==> src/rtl/wireframe_buffer.sv <==
// 1-bit-per-pixel wireframe frame store: self-clear, accept rasterizer writes, then
// stream the frame out in raster order over a valid/ready port.
module wireframe_buffer #(
   parameter int unsigned WIDTH     = 32,
   parameter int unsigned HEIGHT    = 24,
   parameter int unsigned ADDR_SIZE = 10,
   parameter bit          BG        = 1'b1
) (
   input  logic                      clk,
   input  logic                      n_rst,
   input  logic                      write_en,
   input  logic [ADDR_SIZE-1:0]      addr,
   input  logic                      wf_data,
   input  logic                      done,
   output logic                      cf_ready,
   output logic                      pix_valid,
   input  logic                      pix_ready,
   output logic                      pix_data,
   output logic [$clog2(WIDTH)-1:0]  pix_x,
   output logic [$clog2(HEIGHT)-1:0] pix_y,
   output logic                      pix_eol,
   output logic                      pix_last,
   output logic                      wr_err,
   output logic [7:0]                frame_count
);

   localparam int unsigned NumPix = WIDTH * HEIGHT;
   localparam int unsigned XW     = $clog2(WIDTH);
   localparam int unsigned YW     = $clog2(HEIGHT);

   localparam logic [ADDR_SIZE:0]   PixEnd  = (ADDR_SIZE + 1)'(NumPix);
   localparam logic [ADDR_SIZE-1:0] PixLast = ADDR_SIZE'(NumPix - 1);
   localparam logic [XW-1:0]        XLast   = XW'(WIDTH - 1);

   typedef enum logic [1:0] {StClear, StDraw, StScan} state_e;

   state_e                state_q, state_d;
   logic [ADDR_SIZE-1:0]  cnt_q, cnt_d;
   logic [ADDR_SIZE-1:0]  rp_q, rp_d;
   logic [XW-1:0]         fx_q, fx_d;
   logic [YW-1:0]         fy_q, fy_d;
   logic                  pix_valid_q, pix_valid_d;
   logic                  pix_data_q, pix_data_d;
   logic [XW-1:0]         pix_x_q, pix_x_d;
   logic [YW-1:0]         pix_y_q, pix_y_d;
   logic                  pix_eol_q, pix_eol_d;
   logic                  pix_last_q, pix_last_d;
   logic                  wr_err_q, wr_err_d;
   logic [7:0]            frame_count_q, frame_count_d;
   logic                  addr_ok;
   logic                  last_xfer;

   logic mem [NumPix];

   assign addr_ok   = {1'b0, addr} < PixEnd;
   assign last_xfer = pix_valid_q && pix_ready && pix_last_q;

   always_comb begin
      state_d       = state_q;
      cnt_d         = cnt_q;
      rp_d          = rp_q;
      fx_d          = fx_q;
      fy_d          = fy_q;
      pix_valid_d   = pix_valid_q;
      pix_data_d    = pix_data_q;
      pix_x_d       = pix_x_q;
      pix_y_d       = pix_y_q;
      pix_eol_d     = pix_eol_q;
      pix_last_d    = pix_last_q;
      wr_err_d      = wr_err_q;
      frame_count_d = frame_count_q;

      unique case (state_q)
         StClear: begin
            if (write_en) wr_err_d = 1'b1;
            cnt_d = cnt_q + 1'b1;
            if (cnt_q == PixLast) begin
               state_d = StDraw;
               cnt_d   = '0;
            end
         end
         StDraw: begin
            if (write_en && !addr_ok) wr_err_d = 1'b1;
            if (done) begin
               state_d = StScan;
               rp_d    = '0;
               fx_d    = '0;
               fy_d    = '0;
            end
         end
         StScan: begin
            if (write_en) wr_err_d = 1'b1;
            if (last_xfer) begin
               pix_valid_d   = 1'b0;
               frame_count_d = frame_count_q + 8'd1;
               state_d       = StClear;
               cnt_d         = '0;
            end else if (pix_ready || !pix_valid_q) begin
               // Output slot is free (empty or draining this edge): fetch pixel rp.
               pix_valid_d = 1'b1;
               pix_data_d  = mem[rp_q];
               pix_x_d     = fx_q;
               pix_y_d     = fy_q;
               pix_eol_d   = (fx_q == XLast);
               pix_last_d  = (rp_q == PixLast);
               rp_d        = rp_q + 1'b1;
               if (fx_q == XLast) begin
                  fx_d = '0;
                  fy_d = fy_q + 1'b1;
               end else begin
                  fx_d = fx_q + 1'b1;
               end
            end
         end
         default: begin
            state_d = StClear;
            cnt_d   = '0;
         end
      endcase
   end

   always_ff @(posedge clk) begin
      if (!n_rst) begin
         state_q       <= StClear;
         cnt_q         <= '0;
         rp_q          <= '0;
         fx_q          <= '0;
         fy_q          <= '0;
         pix_valid_q   <= 1'b0;
         pix_data_q    <= 1'b0;
         pix_x_q       <= '0;
         pix_y_q       <= '0;
         pix_eol_q     <= 1'b0;
         pix_last_q    <= 1'b0;
         wr_err_q      <= 1'b0;
         frame_count_q <= 8'd0;
      end else begin
         state_q       <= state_d;
         cnt_q         <= cnt_d;
         rp_q          <= rp_d;
         fx_q          <= fx_d;
         fy_q          <= fy_d;
         pix_valid_q   <= pix_valid_d;
         pix_data_q    <= pix_data_d;
         pix_x_q       <= pix_x_d;
         pix_y_q       <= pix_y_d;
         pix_eol_q     <= pix_eol_d;
         pix_last_q    <= pix_last_d;
         wr_err_q      <= wr_err_d;
         frame_count_q <= frame_count_d;
      end
   end

   // Pixel store is never reset; the CLEAR sweep initialises it.
   always_ff @(posedge clk) begin
      if (n_rst) begin
         if (state_q == StClear) begin
            mem[cnt_q] <= BG;
         end else if (state_q == StDraw && write_en && addr_ok) begin
            mem[addr] <= wf_data;
         end
      end
   end

   assign cf_ready    = (state_q == StDraw);
   assign pix_valid   = pix_valid_q;
   assign pix_data    = pix_data_q;
   assign pix_x       = pix_x_q;
   assign pix_y       = pix_y_q;
   assign pix_eol     = pix_eol_q;
   assign pix_last    = pix_last_q;
   assign wr_err      = wr_err_q;
   assign frame_count = frame_count_q;

endmodule

==> config.mk <==
export PLATFORM = sky130hd
export DESIGN_NAME = wireframe_buffer
export DESIGN_NICKNAME = d
export VERILOG_FILES = /design/src/rtl/wireframe_buffer.sv
export SDC_FILE = /design/constraint.sdc
export NUM_CORES = 1
export LEC_CHECK = 0
export CAP_MARGIN = 0
export CORE_AREA = 2 2 332 334
export DETAILED_ROUTE_END_ITERATION = 10
export DIE_AREA = 0 0 334 336
export GPL_TIMING_DRIVEN = 0
export PLACE_DENSITY = 0.52
export SYNTH_ARGS = -nofsm -noshare
export SYNTH_HDL_FRONTEND = slang
export SYNTH_SLANG_ARGS = --single-unit
==> constraint.sdc <==
create_clock -name clk -period 22.3 [get_ports clk]
set_clock_uncertainty 0.2 [all_clocks]
set_input_delay 5.575 -clock clk [delete_from_list [all_inputs] [get_ports clk]]
set_output_delay 5.575 -clock clk [all_outputs]
set_load 0.05 [all_outputs]
Word level (Yosys, flattened, before mapping)
Memories as Yosys holds them, arrays and structs flattened. A register that Yosys moved wholly into a read port is not among the register bits. Cells that the tools add are included.

Flip-flop bits (word level): 54. Memory bits (writable): 768. Output and inout port bits: 24. Memories kept: 1.

Add/sub/neg operators: 5. $lt $le $gt $ge: 1. Equality and inequality tests: 13. Multiplexer cells: 35. Bitwise operators: 2. Reduce and logical (&&, ||, !) cells: 23.

Memories: mem (depth 768, bits a word 1, rd ports 1, clocked after Yosys merged registers in 1, write ports 1, line 53) `logic mem [NumPix];`.

Operators with widths (count): $mux W10 (6); $mux W5 (7); $pmux W10 S3 (1); $add A10 B1 Y10 const B (2); $eq A10 B10 Y1 const B (2); $pmux W10 S2 (1); $pmux W5 S2 (2); $mux W1 (13); $ne A2 B2 Y1 const B (6); $add A5 B1 Y5 const B (2); $lt A10 B10 Y1 const B (1); $reduce_and A3 Y1 (3); $add A8 B1 Y8 const B (1); $mux W2 (3); $pmux W2 S3 (1); $reduce_and A2 Y1 (3); $reduce_bool A2 Y1 (3); $eq A5 B5 Y1 const B (1); $logic_and A1 B1 Y1 (5); $reduce_and A5 Y1 (1); $ne A2 B1 Y1 const B (2); $reduce_and A4 Y1 (1); $logic_not A1 Y1 (3); $eq A2 B1 Y1 const B (1); other kinds (7) (8).

Longest topological paths before layout
Gate-level depths: netlist (run 1).

Word-level depth: 9. Gate-level depth with buffers: 13. Mapped depth without buffers: 8.

Least setup slack after synthesis (run 1)
Ideal clock, no wire load.

Path kind: input -> register. From: in n_rst. To: mem mem[0] (data pin). Setup time: 2311 ps. Arrival time: 15951 ps. Slack: 3838 ps. Stages: 6. Cells stage by stage: clkbuf_1 and4_4 buf_6 buf_6 buf_2 nand2b_1.

Longest elaborated chain between the ends: 4.

Ends and longest elaborated chain: from (decl) (line 10) `input logic n_rst,`; $mux W1 (line 156) `if (n_rst) begin`; $mux W1 (implied by the code) (line 160) `mem[addr] <= wf_data;`; $reduce_or A1 Y1 (no line); $mux W1 (no line); to (decl) (line 53).

Every way passes these cells.

Worst setup path after layout (run 1)
From: in addr[8]. To: mem mem[624] (enable).

Longest elaborated chain between the ends: 8.

Ends and longest elaborated chain: from (decl) (line 12) `input logic [ADDR_SIZE-1:0] addr,`; $lt A10 B10 Y1 (line 55) `assign addr_ok = {1'b0, addr} < PixEnd;`; $logic_and A1 B1 Y1 (line 159) `end else if (state_q == StDraw && write_en && addr_ok) begin`; $mux W1 (line 159); $mux W1 (line 157) `if (state_q == StClear) begin`; $mux W1 (line 156); $mux W1 (implied by the code) (line 160); $reduce_or A1 Y1 (no line); $mux W10 (no line) / $mux W1 (equally long branches).

Several ways; a longest one is shown, not always the timed one.

==> results.yml, run 1 <==
power:
  power_frac_comb_pct: 0.9
  vdd_drop_max_v: 0.0000542
  clockPowerShare_pct: 46.0
  p_sw_uw: 656
  internal_power_uw: 2480
  switching_share_pct: 20.9
  p_per_area_mw_per_mm2: 75.1
  total_leakage_power_uw: 0.0142
  pwr-share-seq_pct: 53.1
placement:
  io_buffers: 38
  dp_cells: 4175
  gp_congestion: 0.963
  dpl.hpwl_um: 91400
drt:
  avgViaCountPerCell: 5.69
  vias: 24700
  drtPass1Iterations: 6
  routed_wl_um: 134000
  drc: 0
  drt_iter0_drc: 3232
  wl_per_cell_um: 30.8
  drtAntennaViolNets: 0
hold_path:
  hp-start: "pix_y[2]"
  worstHoldEndpoint: "pix_y[2]"
  holdPathStages: 2
  hp-class: "reg -> reg"
worst_setup_path:
  timing.rr.start: "rp_q[1]"
  crit_arrival_ps: 9090
  cp_cell_sequence: "clkdlybuf4s50_1 > nand2_1 > and4_4 > buf_6 > buf_6 > buf_6 > nor3_1 > a21oi_1 > nor2_1 > nand2_1 > clkbuf_1 > nor2_1"
  slowest_delay_ps: 600
  crit_required_ps: 22470
  reg2reg_to: "pix_data"
  endpoint_kind: "register"
  r2r_cells: 10
  r2r_setup_slack_ps: 17700
  start_kind: "primary input"
  crit_fanout: 10
  cp_slowest_cell: "nor2_1"
  cp_common_cell: "buf_6"
  worstSetupPathType: "in -> reg"
floorplanning:
  die_area_sq_mm: 0.112
  core_area_sq_mm: 0.108
  std_cell_rows: 121
  io_pins: 40
  dieHeight_um: 336
  start_util_pct: 33.8
  dieWidth_um: 334
clock_tree:
  cts_root_buffer: "clkbuf_16"
  ctsLongestPathBuffers: 3
  clkTransAtPathRegs_ps: 60
  clk_latency_ps: 680
  cts_tree: "yes"
  hold_buffers: 0
  numCtsBuffers: 91
  post_cts_buffers: 0
  htreeDepth: 3
  clkSinkCount: 823
  cts_resized: 0
timing:
  slew_viol_final: 0
  max_freq_ghz: 0.112
  setup_viol: 0
  slew_headroom_pct: 4.28
  setup_tns_ps: 0
  tightest_slew_ps: 1440
  rsz0062_at_grt: "no"
  period_minus_slack_ps: 8920
  hold_viol_final: 0
  finalCritPeriodShare_pct: 40.0
logic_synthesis:
  synth_async_sr_flop_share_pct: 0
  synth_nets: 2737
  yosys.area.top_type: "edfxtp_1"
  ys_ff_latch: 823
  syn_inst: 2715
  synth_top_area_share_pct: 63.0
  yosys_warnings: 0
  syn_area_per_cell_sq_um: 13.5
  yosysUniqueCellTypes: 78
  yosysSeqAreaShare_pct: 66.0
  ys.flop_type: "edfxtp_1"
  synth-edff-count: 768
  synth_area_leaders: "edfxtp_1 63%, nor2_1 8.6%, mux4_2 7.2%, dfxtp_1 3.0%, mux2i_1 2.9%"
  syn-cell-area_sq_mm: 0.0366
global_routing:
  antenna_found_initial: 9
  overflow: 0
  grt_pass1_wl_um: 183000
  grt_pass1_vias: 23900
  grt_usage_pct: 23.5
  grt_max_degree: 123
finish:
  layout.nets: 2876
  final_cell_mix: "837 x nor2_1, 768 x edfxtp_1, 136 x nand2_1, 117 x mux4_2"
  stdcell_count: 4341
  final_common_cell: "nor2_1"
  syn_to_final_growth_pct: 14.1
  drive_gt1_share_pct: 14.5
flow_run:
  drv_cap: 0
status:
  status: "completed"
## per-stage QoR
| stage | hold slack, ps | util [%] | area (sq um) | power [uW] | setup WS [ps] |
|---|---|---|---|---|---|
| after floorplan | 244 | - | 36600 | 1710 | 3840 |
| after global placement | 251 | 35.7 | 38700 | 1720 | -3190 |
| after detailed placement | 258 | 35.9 | 39000 | 1720 | 12820 |
| after CTS | 264 | 38.5 | 41800 | 3150 | 13540 |
| after global routing | 293 | 38.5 | 41800 | 3210 | 13370 |
| final | 263 | 38.5 | 41800 | 3130 | 13380 |
## worst max-delay path: cells and delay by family
family	cells	cell delay, ps
buf+inv	5	1510
simple gates	6	1890
compound gates	1	90
## sequential cells by signal, summed over array words and instances (netlist names)
name and flops:
fy_q 5, pix_valid 1, fx_q 5, rp_q 10, pix_data 1, cnt_q 10, pix_last 1, wr_err 1
pix_x 5, pix_y 5, mem 768, state_q 2, frame_count 8, pix_eol 1
## power groups by stage
stage | Combinational (uW) | Clock [uW] | Sequential [uW]
final | 27.3 | 1440 | 1660
after global placement | 26.7 | 0 | 1700
after CTS | 27.2 | 1460 | 1660
after floorplan | 13.1 | 0 | 1700
after global routing | 28.6 | 1510 | 1660
after detailed placement | 27.0 | 0 | 1700
## per-layer routing
| layer | vias to the layer above | routed length [um] | GRT usage, % |
|---|---|---|---|
| li1 | 10300 | - | - |
| met1 | 12800 | 54100 | 31.8 |
| met2 | 1332 | 60900 | 37.2 |
| met3 | 278 | 12200 | 4.20 |
| met4 | 6 | 6350 | 10.6 |
| met5 | - | 34 | 0 |
## cells by family after synthesis
kind of cell    count (synthesis)  synth area share [%]
compound gates                234                  4.43
fa+ha+maj                       6                 0.205
mux                           256                  12.3
flops                         823                  66.0
xor+xnor                       26                 0.622
buf+inv                       252                  3.94
simple gates                 1118                  12.5
## worst max-delay path by stage
stage                  from        to
finish              addr[8]  mem[624]
global route        addr[8]  mem[404]
CTS                 addr[8]  mem[624]
detailed placement  addr[9]  mem[624]
global placement    wf_data  mem[414]
floorplan             n_rst    mem[0]
## synthesized netlist by cell type (11+ instances only)
| library cell | n |
|---|---|
| buf_6 | 16 |
| o21ai_0 | 22 |
| buf_8 | 11 |
| a21oi_1 | 61 |
| nand3_1 | 35 |
| mux2i_1 | 106 |
| o22ai_1 | 23 |
| mux4_1 | 28 |
| clkbuf_1 | 79 |
| xor2_1 | 18 |
| o221ai_1 | 46 |
| nor3_1 | 18 |
| nand2_1 | 136 |
| nor2b_1 | 18 |
| nor2_1 | 838 |
| buf_1 | 15 |
| dfxtp_1 | 55 |
| buf_4 | 11 |
| mux4_2 | 117 |
| edfxtp_1 | 768 |
| a22oi_1 | 15 |
| buf_2 | 99 |
## final cells by class
type	instances	area (sq um)
Sequential cell	823	24200
Inverter	11	41.3
Buffer	241	1400
Fill cell	10300	66600
Antenna cell	1	2.50
Clock inverter	45	375
Tap cell	1414	1770
Multi-Input combinational cell	1640	11000
Clock buffer	120	2410
Timing Repair Buffer	46	588
Note: power is estimated with default switching activity, not from simulation.
==> run 2: changes to the inputs <==
Settings changed: PLACE_DENSITY 0.52 to 0.54.
Clock period 22.3 ns to 8 ns, I/O delays scaled along.
==> run 2 against run 1 <==
Against the previous run:
- non-clock buffer count stayed put
- first-iteration DRC count is 9.0% higher
- clock-buffer cell count is 13 lower
- register-to-register slack worse by 14000 ps
- utilization is 0.070 points higher
- flip-flop and latch count stayed put
- highest routed layer unchanged
- global-route usage is 0.76 points lower
==> results.yml, run 2 (synthesized netlist as in run 1, its figures left out) <==
hold_path:
  holdPathStages: 2
  hp-class: "reg -> reg"
power:
  power_frac_comb_pct: 0.9
  internal_power_uw: 6990
  p_sw_uw: 1830
  p_per_area_mw_per_mm2: 211
  vdd_drop_max_v: 0.000166
  clockPowerShare_pct: 46.6
  pwr-share-seq_pct: 52.5
  switching_share_pct: 20.8
  total_leakage_power_uw: 0.0142
flow_run:
  drv_cap: 0
global_routing:
  grt_pass1_wl_um: 179000
  overflow: 0
  grt_max_degree: 103
  grt_pass1_vias: 23200
  grt_usage_pct: 22.8
  antenna_found_initial: 5
floorplanning:
  io_pins: 40
  dieWidth_um: 334
  core_area_sq_mm: 0.108
  std_cell_rows: 121
  dieHeight_um: 336
  start_util_pct: 33.8
  die_area_sq_mm: 0.112
drt:
  drtAntennaViolNets: 0
  route.met3.wl_um: 12600
  met1_length_um: 52100
  drt_iter0_drc: 3523
  avgViaCountPerCell: 5.67
  wl_per_cell_um: 29.8
  drtPass1Iterations: 6
  top_layer: "met5"
  routed_wl_um: 129000
  met2_length_um: 59100
  vias: 24500
  drc: 0
finish:
  syn_to_final_growth_pct: 14.3
  drive_gt1_share_pct: 14.6
  largest_reg_flops: 768
  multiInputGateArea_sq_mm: 0.0110
  final_core_util_pct: 38.6
  final_common_cell: "nor2_1"
  reg.largest.list: "mem (768), cnt_q (10), rp_q (10)"
  seq_area_sq_mm: 0.0242
  final_cell_mix: "837 x nor2_1, 768 x edfxtp_1, 136 x nand2_1, 117 x mux4_2, 106 x mux2i_1"
  finalInstanceArea_sq_mm: 0.0418
  max_flop_register: "mem"
  layout.nets: 2873
  nFillCells: 10400
placement:
  placed_cell_area_sq_mm: 0.0390
  io_buffers: 38
  gp_congestion: 0.999
  dpl.hpwl_um: 85800
  dp_slack_ps: 2200
worst_setup_path:
  start_kind: "primary input"
  worstSetupPathType: "in -> reg"
  crit_arrival_ps: 5350
  r2r_cells: 10
  crit_fanout: 10
  crit_required_ps: 8180
  endpoint_kind: "register"
timing:
  setup_slack_ps: 2830
  max_freq_ghz: 0.194
  tightest_slew_ps: 1430
  setup_viol: 0
  slew_headroom_pct: 4.83
  slew_viol_final: 0
  hold-worst-slack_ps: 254
  finalCritPeriodShare_pct: 64.6
  period_minus_slack_ps: 5170
  hold_viol_final: 0
  rsz0062_at_grt: "no"
  setup_tns_ps: 0
clock_tree:
  hold_buffers: 0
  clkTransAtPathRegs_ps: 60
  htreeDepth: 3
  clkSinkCount: 823
  cts_tree: "yes"
  cts_root_buffer: "clkbuf_16"
  cts_resized: 0
  numCtsBuffers: 88
  post_cts_buffers: 0
  ctsLongestPathBuffers: 3
  clk_latency_ps: 680
status:
  status: "completed"
-- run 2: through the flow --
step	cells	power (uW)
floorplan	2715	4770
global placement	4167	4810
detailed placement	4175	4810
CTS	4329	8850
global route	4329	9010
finish	4332	8830
-- run 2: final cells by class --
cell class | count | area share [%]
antenna | 3 | 0.0179
buffer | 241 | 3.35
inverter | 11 | 0.0987
clock buffer | 107 | 5.49
sequential | 823 | 57.8
multi-input combinational | 1640 | 26.3
timing repair buffer | 46 | 1.44
clock inverter | 47 | 1.32
tap | 1414 | 4.23
-- run 2: power by group through the flow --
stage / registers (uW) / clock network [uW] / logic [uW]
5_1_grt: 4640 / 4300 / 81.5
3_5_place_dp: 4730 / 0 / 77.1
6_report: 4640 / 4110 / 77.5
2_1_floorplan: 4730 / 0 / 36.7
4_1_cts: 4640 / 4140 / 77.2
3_3_place_gp: 4730 / 0 / 76.8
-- run 2: path summary, 6_finish.rpt --
kind / from / to / slack [ps]
setup / recovery: addr[8] / mem[618] / 2830
setup reg to reg: rp_q[1] / pix_data / 3590
hold reg to reg: pix_x[4] / pix_x[4] / 250
hold / removal: pix_x[4] / pix_x[4] / 250
-- run 2: worst max-delay path, cell delays in order --
cell             delay (ps)
clkdlybuf4s50_1         560
nand2_1                 110
and4_4                  210
buf_6                   120
buf_6                   140
buf_6                   140
nor3_1                  130
a21oi_1                 100
nor2_1                  510
nand2_1                 510
clkbuf_1                550
nor2_1                  250
-- run 2: routing by layer --
metal  GRT usage (%)  vias to the layer above
met5               0                        -
met4            9.00                        2
met3            4.28                      253
met2            35.9                     1358
met1            31.2                    12700
li1                -                    10200
==> RTL change 1 (settings of run 2) <==
Take the reset off `rp_q`, `fx_q`, `fy_q`, `pix_x_q` and `pix_y_q` and load them in a clocked block of their own.
--- a/src/rtl/wireframe_buffer.sv
+++ b/src/rtl/wireframe_buffer.sv
@@ -123,13 +123,8 @@
       if (!n_rst) begin
          state_q       <= StClear;
          cnt_q         <= '0;
-         rp_q          <= '0;
-         fx_q          <= '0;
-         fy_q          <= '0;
          pix_valid_q   <= 1'b0;
          pix_data_q    <= 1'b0;
-         pix_x_q       <= '0;
-         pix_y_q       <= '0;
          pix_eol_q     <= 1'b0;
          pix_last_q    <= 1'b0;
          wr_err_q      <= 1'b0;
@@ -137,18 +132,21 @@
       end else begin
          state_q       <= state_d;
          cnt_q         <= cnt_d;
-         rp_q          <= rp_d;
-         fx_q          <= fx_d;
-         fy_q          <= fy_d;
          pix_valid_q   <= pix_valid_d;
          pix_data_q    <= pix_data_d;
-         pix_x_q       <= pix_x_d;
-         pix_y_q       <= pix_y_d;
          pix_eol_q     <= pix_eol_d;
          pix_last_q    <= pix_last_d;
          wr_err_q      <= wr_err_d;
          frame_count_q <= frame_count_d;
       end
+   end
+
+   always_ff @(posedge clk) begin
+      rp_q    <= rp_d;
+      fx_q    <= fx_d;
+      fy_q    <= fy_d;
+      pix_x_q <= pix_x_d;
+      pix_y_q <= pix_y_d;
    end
 
    // Pixel store is never reset; the CLEAR sweep initialises it.
Check against the original RTL: same outputs for any inputs over 4 cycles, from zero or initial values and one cycle with n_rst low; that may be too few to reach the edited logic, so the function may still have changed.
==> RTL change 1 against run 2 <==
Cell area fell by 1.3%; largest cell class unchanged; first-iteration DRC count shrank 1.4%; non-clock buffer count fell by 16; wire length is 5.9% lower; sequential cell count stayed put; clock power fell by 5%; via count down 3.4%; worst setup slack worse by 500 ps; synthesized area decreased by 1.1%; power decreased by 2.0%; cell count fell by 3.1%.
==> RTL change 1: results (changes against run 2) <==
Pre-antenna DRT Iters=6 (unchanged); P_leak=14.6 nW (was 14.2 nW); Total GRT Usage=0.213 (was 0.228); share of cells above drive strength 1=0.168 (was 0.146); number of synthesized flops with an enable pin=798 (was 768); Slew Limit Headroom=0.0224 (was 0.0483); DP HPWL=79.8 mm (was 85.8 mm); critical path's largest stage delay=980 ps (was 560 ps); Synth Net Count=2604 (was 2737); post-synthesis async set-or-reset flop share=0 (unchanged); crit-path leading delay family=buffers and inverters (was simple AND/OR/NAND/NOR gates); worst vdd ir=0.155 mV (was 0.166 mV); switch share=0.202 (was 0.208); most frequent cells after synthesis=nor2_1 (834), edfxtp_1 (798), mux4_2 (177) (was nor2_1 (838), edfxtp_1 (768), nand2_1 (136)); top cells by area, synth=edfxtp_1 (66%), mux4_2 (11%), nor2_1 (8.6%) (was edfxtp_1 (63%), nor2_1 (8.6%), mux4_2 (7.2%)); first-pass GRT wire length=168 mm (was 179 mm); Max H-tree Level=3 (unchanged); Final Net Count=2741 (was 2873); initial antenna violation count=4 (was 5); top_reg_cell synth=edfxtp_1 (unchanged); arrival time worst endpoint=5800 ps (was 5350 ps); sequential-to-total area share from yosys stat=0.676 (was 0.660); IO Port Bufs=38 (unchanged); largest net degree at the start of global routing=121 (was 103); Num CTS Buffers=87 (was 88); cts repair resizes=0 (unchanged); slowest CP cell=o21ai_1 (was clkdlybuf4s50_1); DP Area=38600 um2 (was 39000 um2); status=finished clean (unchanged); vias in the first global route=23000 (was 23200); library cells used by synthesis=68 (was 78); vias per inst=5.65 (was 5.67); routability cong.=0.934 (was 0.999); DRT iter0 DRCs=3474 (was 3523); root buffer selected by CTS=clkbuf_16 (unchanged); WL final=122 mm (was 129 mm); Clock Latency Late Sink=640 ps (was 680 ps)
[RTL change 1: cell count changes in the layout (fill, tap and decap cells not counted), moves of 13 or more]
cell and change:
mux2i_1 -68, nand3_1 +13, mux4_1 -27, nand4_1 +13, a22oi_1 +15, dfxtp_1 -30
clkinv_1 +14, mux4_2 +60, nand2_1 -43, o221ai_1 -36, edfxtp_1 +30, a21oi_1 -33
mux2_2 +22
[RTL change 1: power by group through the flow]
stage | Sequential, mW | Combinational (mW) | Clock [mW]
floorplan | 4.75 | 0.0315 | 0
global placement | 4.75 | 0.0698 | 0
detailed placement | 4.75 | 0.0704 | 0
CTS | 4.66 | 0.0705 | 3.95
global route | 4.66 | 0.0752 | 4.10
finish | 4.66 | 0.0719 | 3.92
[RTL change 1: area by class of cell]
class | instances | area, um2
diodes | 1 | 2.50
multi-input cells | 1527 | 10600
flip-flops and latches | 823 | 24500
repair buffers | 48 | 607
plain buffers | 223 | 1140
well taps | 1414 | 1770
clock buffers | 101 | 2290
fillers | 10300 | 67100
inverters | 9 | 33.8
clock inverters | 51 | 395
[RTL change 1: worst register-to-register path: cells and delay by family, from the launching register on]
kind                   cells  cell delay [ps]
AO/OA/AOI/OAI              3             1070
AND/OR/NAND/NOR            4             1080
buffers and inverters      3             1780
flip-flops                 1              680
[RTL change 1: per-stage QoR]
step / setup TNS, ps / util / worst slack (ps) / hold WS (ps) / std cells
final: 0 / 0.381 / 2330 / 279 / 4197
after global routing: 0 / 0.381 / 2260 / 301 / 4196
after CTS: 0 / 0.381 / 2460 / 291 / 4196
after floorplan: 0 / - / 1290 / 233 / 2582
after detailed placement: 0 / 0.356 / 1780 / 260 / 4044
after global placement: -844910 / 0.354 / -1140 / 264 / 4034
[RTL change 1: cells by family (layout without fill, tap and decap cells)]
kind of cell	count (synthesis)	after routing	synth area share
compound gates	153	153	0.0293
other cells	0	1	0
buf+inv	232	432	0.0325
mux	242	242	0.129
simple gates	1099	1099	0.125
xor+xnor	27	27	0.00653
fa+ha+maj	6	6	0.00207
flops	823	823	0.676
[RTL change 1: worst paths after layout]
check / from / to / slack [ps] / cells past startpoint
min: fx_q[4] / pix_x[4] / 280 / 0
min reg2reg: fx_q[4] / pix_x[4] / 280 / 0
max: addr[8] / mem[172] / 2330 / 10
max reg2reg: rp_q[2] / pix_data / 3130 / 10
[RTL change 1: routing by layer]
metal	part of all wire	routed length, um	vias up	track usage
met5	0.000066	8	-	0
met3	0.10	12100	253	0.0376
li1	-	-	9757	-
met1	0.39	47800	12300	0.284
met4	0.045	5480	2	0.0921
met2	0.46	56100	1414	0.342
==> RTL change 2 (config.mk and constraints of run 2) <==
Made on the original files. The parameter `BG` goes from 1'b1 to 1'b0.
--- a/src/rtl/wireframe_buffer.sv
+++ b/src/rtl/wireframe_buffer.sv
@@ -4,7 +4,7 @@
    parameter int unsigned WIDTH     = 32,
    parameter int unsigned HEIGHT    = 24,
    parameter int unsigned ADDR_SIZE = 10,
-   parameter bit          BG        = 1'b1
+   parameter bit          BG        = 1'b0
 ) (
    input  logic                      clk,
    input  logic                      n_rst,
Function: no difference found for any inputs over 4 cycles, from zero or initial values and one cycle with n_rst low; that may be too few to reach the edited logic, so the function may still have changed.
==> RTL change 2 against run 2 <==
Non-clock buffer count up 1; maximum frequency is 3.8% lower; sequential power about the same; synthesized area is essentially flat; count of clock-buffer cells in the layout is 5 higher; worst setup slack got worse by 210 ps; wire length up 0.75%; first-iteration DRC count shrank 0.97%; sequential cell count stayed put; cell area decreased by 0.12%; power decreased by 0.42%; register-to-register slack got worse by 120 ps; cell count hardly changed.
==> RTL change 2: results (changes against run 2) <==
IO Port Bufs=38 (unchanged); fin crit share=0.672 (was 0.646); Final Net Count=2873 (unchanged); pre-CTS WS=2120 ps (was 2200 ps); largest net degree at the start of global routing=105 (was 103); startpoint class of the critical path=input port (unchanged); reg-to-reg slack, setup=3470 ps (was 3590 ps); library cells used by synthesis=76 (was 78); via count=24600 (was 24500); worst r2r path cells=10 (unchanged); Total GRT Usage=0.230 (was 0.228); Pre-antenna DRT Iters=5 (was 6); Max H-tree Level=3 (unchanged); Synth Net Count=2737 (unchanged); setup bufs post-CTS=0 (unchanged); CTS clk-pin slew, worst paths=60 ps (about the same); status=finished clean (unchanged); arrival time worst endpoint=5530 ps (was 5350 ps); post-synthesis async set-or-reset flop share=0 (unchanged); Synth Warn #=0 (unchanged); DP HPWL=86.7 mm (was 85.8 mm); routability cong.=0.973 (was 0.999); Num CTS Buffers=87 (was 88); worst vdd ir=0.151 mV (was 0.166 mV); WL final=130 mm (was 129 mm); Top Registers=mem (768), cnt_q (10), rp_q (10) (unchanged); Hold Path Class=flop to flop (unchanged); initial antenna violation count=2 (was 5); Max FO, Critical Path=10 (unchanged); crit path to=mem[626] (was mem[618]); share of cells above drive strength 1=0.156 (was 0.146); most frequent cells after synthesis=nor2_1 (838), edfxtp_1 (768), nand2_1 (138) (was nor2_1 (838), edfxtp_1 (768), nand2_1 (136)); P_leak=10.4 nW (was 14.2 nW); first-pass GRT wire length=179 mm (about the same); Max Root-Sink Buffers=3 (unchanged); top cells by area, synth=edfxtp_1 (63%), nor2_1 (8.6%), mux4_2 (7.2%) (unchanged); antenna diode count=0 (was 3); DRT iter0 DRCs=3489 (was 3523); vias in the first global route=23100 (was 23200); sequential-to-total area share from yosys stat=0.660 (about the same); Slew Limit Headroom=0.0102 (was 0.0483); Layout fillers=10500 (was 10400); worst reg2reg path endpoint=pix_data (unchanged)
## RTL change 2: cell types whose count changed after synthesis, moves of 2 or more
cell / change
buf_2: +25
clkbuf_1: -16
buf_1: -10
nand2_1: +2
nand2_2: -2
## RTL change 2: through the flow
| stage | cell area [um2] | power (mW) | instances | utilization |
|---|---|---|---|---|
| floorplan | 36600 | 4.77 | 2715 | - |
| global placement | 38800 | 4.81 | 4167 | 0.358 |
| detailed placement | 39000 | 4.81 | 4176 | 0.360 |
| CTS | 41800 | 8.80 | 4334 | 0.385 |
| global route | 41800 | 8.97 | 4334 | 0.385 |
| finish | 41800 | 8.79 | 4334 | 0.385 |
## RTL change 2: cells by family (layout without fill, tap and decap cells)
logic type	Yosys count	count (layout)	synth area share
AND/OR/NAND/NOR	1118	1118	0.124
flip-flops	823	823	0.660
multiplexers	256	256	0.123
buffers and inverters	252	457	0.0404
AO/OA/AOI/OAI	234	234	0.0442
XOR/XNOR	26	26	0.00622
adder cells (fa/ha/maj)	6	6	0.00205
## RTL change 2: area by class of cell
cell class / count / area, um2 / area share
flip-flops and latches: 823 / 24200 / 0.578
multi-input cells: 1640 / 11000 / 0.263
clock buffers: 112 / 2330 / 0.0557
well taps: 1414 / 1770 / 0.0423
plain buffers: 241 / 1440 / 0.0344
repair buffers: 47 / 608 / 0.0146
clock inverters: 46 / 453 / 0.0108
inverters: 11 / 41.3 / 0.000988
## RTL change 2: worst max-delay path, stage by stage
cell	delay, ps
clkdlybuf4s50_1	560
nand2_1	120
and4_4	210
buf_6	120
buf_6	140
buf_6	140
nor3_1	140
a21oi_1	100
nor2_1	580
nand2_1	570
clkbuf_1	570
nor2_1	250
## RTL change 2: metal layers
| metal | GRT usage | vias to the layer above | wire length [um] |
|---|---|---|---|
| li1 | - | 10200 | - |
| met1 | 0.314 | 12800 | 52600 |
| met2 | 0.358 | 1343 | 59400 |
| met3 | 0.0411 | 253 | 12000 |
| met4 | 0.104 | 0 | 6150 |
| met5 | 0 | - | 0 |
## RTL change 2: worst min path at each step
stage / startpoint / to / slack, ps / cells after the start
2_1_floorplan: fy_q[4] / pix_y[4] / 240 / 2
3_3_place_gp: pix_x[1] / pix_x[1] / 250 / 2
3_5_place_dp: pix_x[1] / pix_x[1] / 250 / 2
4_1_cts: pix_x[1] / pix_x[1] / 260 / 2
5_1_grt: pix_x[1] / pix_x[1] / 280 / 2
6_report: pix_x[1] / pix_x[1] / 260 / 2
## RTL change 2: power by group
group          total (mW)  switching (mW)  internal [mW]
Sequential           4.64         0.00337           4.63
Combinational      0.0774          0.0570         0.0205
Clock                4.08            1.78           2.29
Total                8.79            1.84           6.95
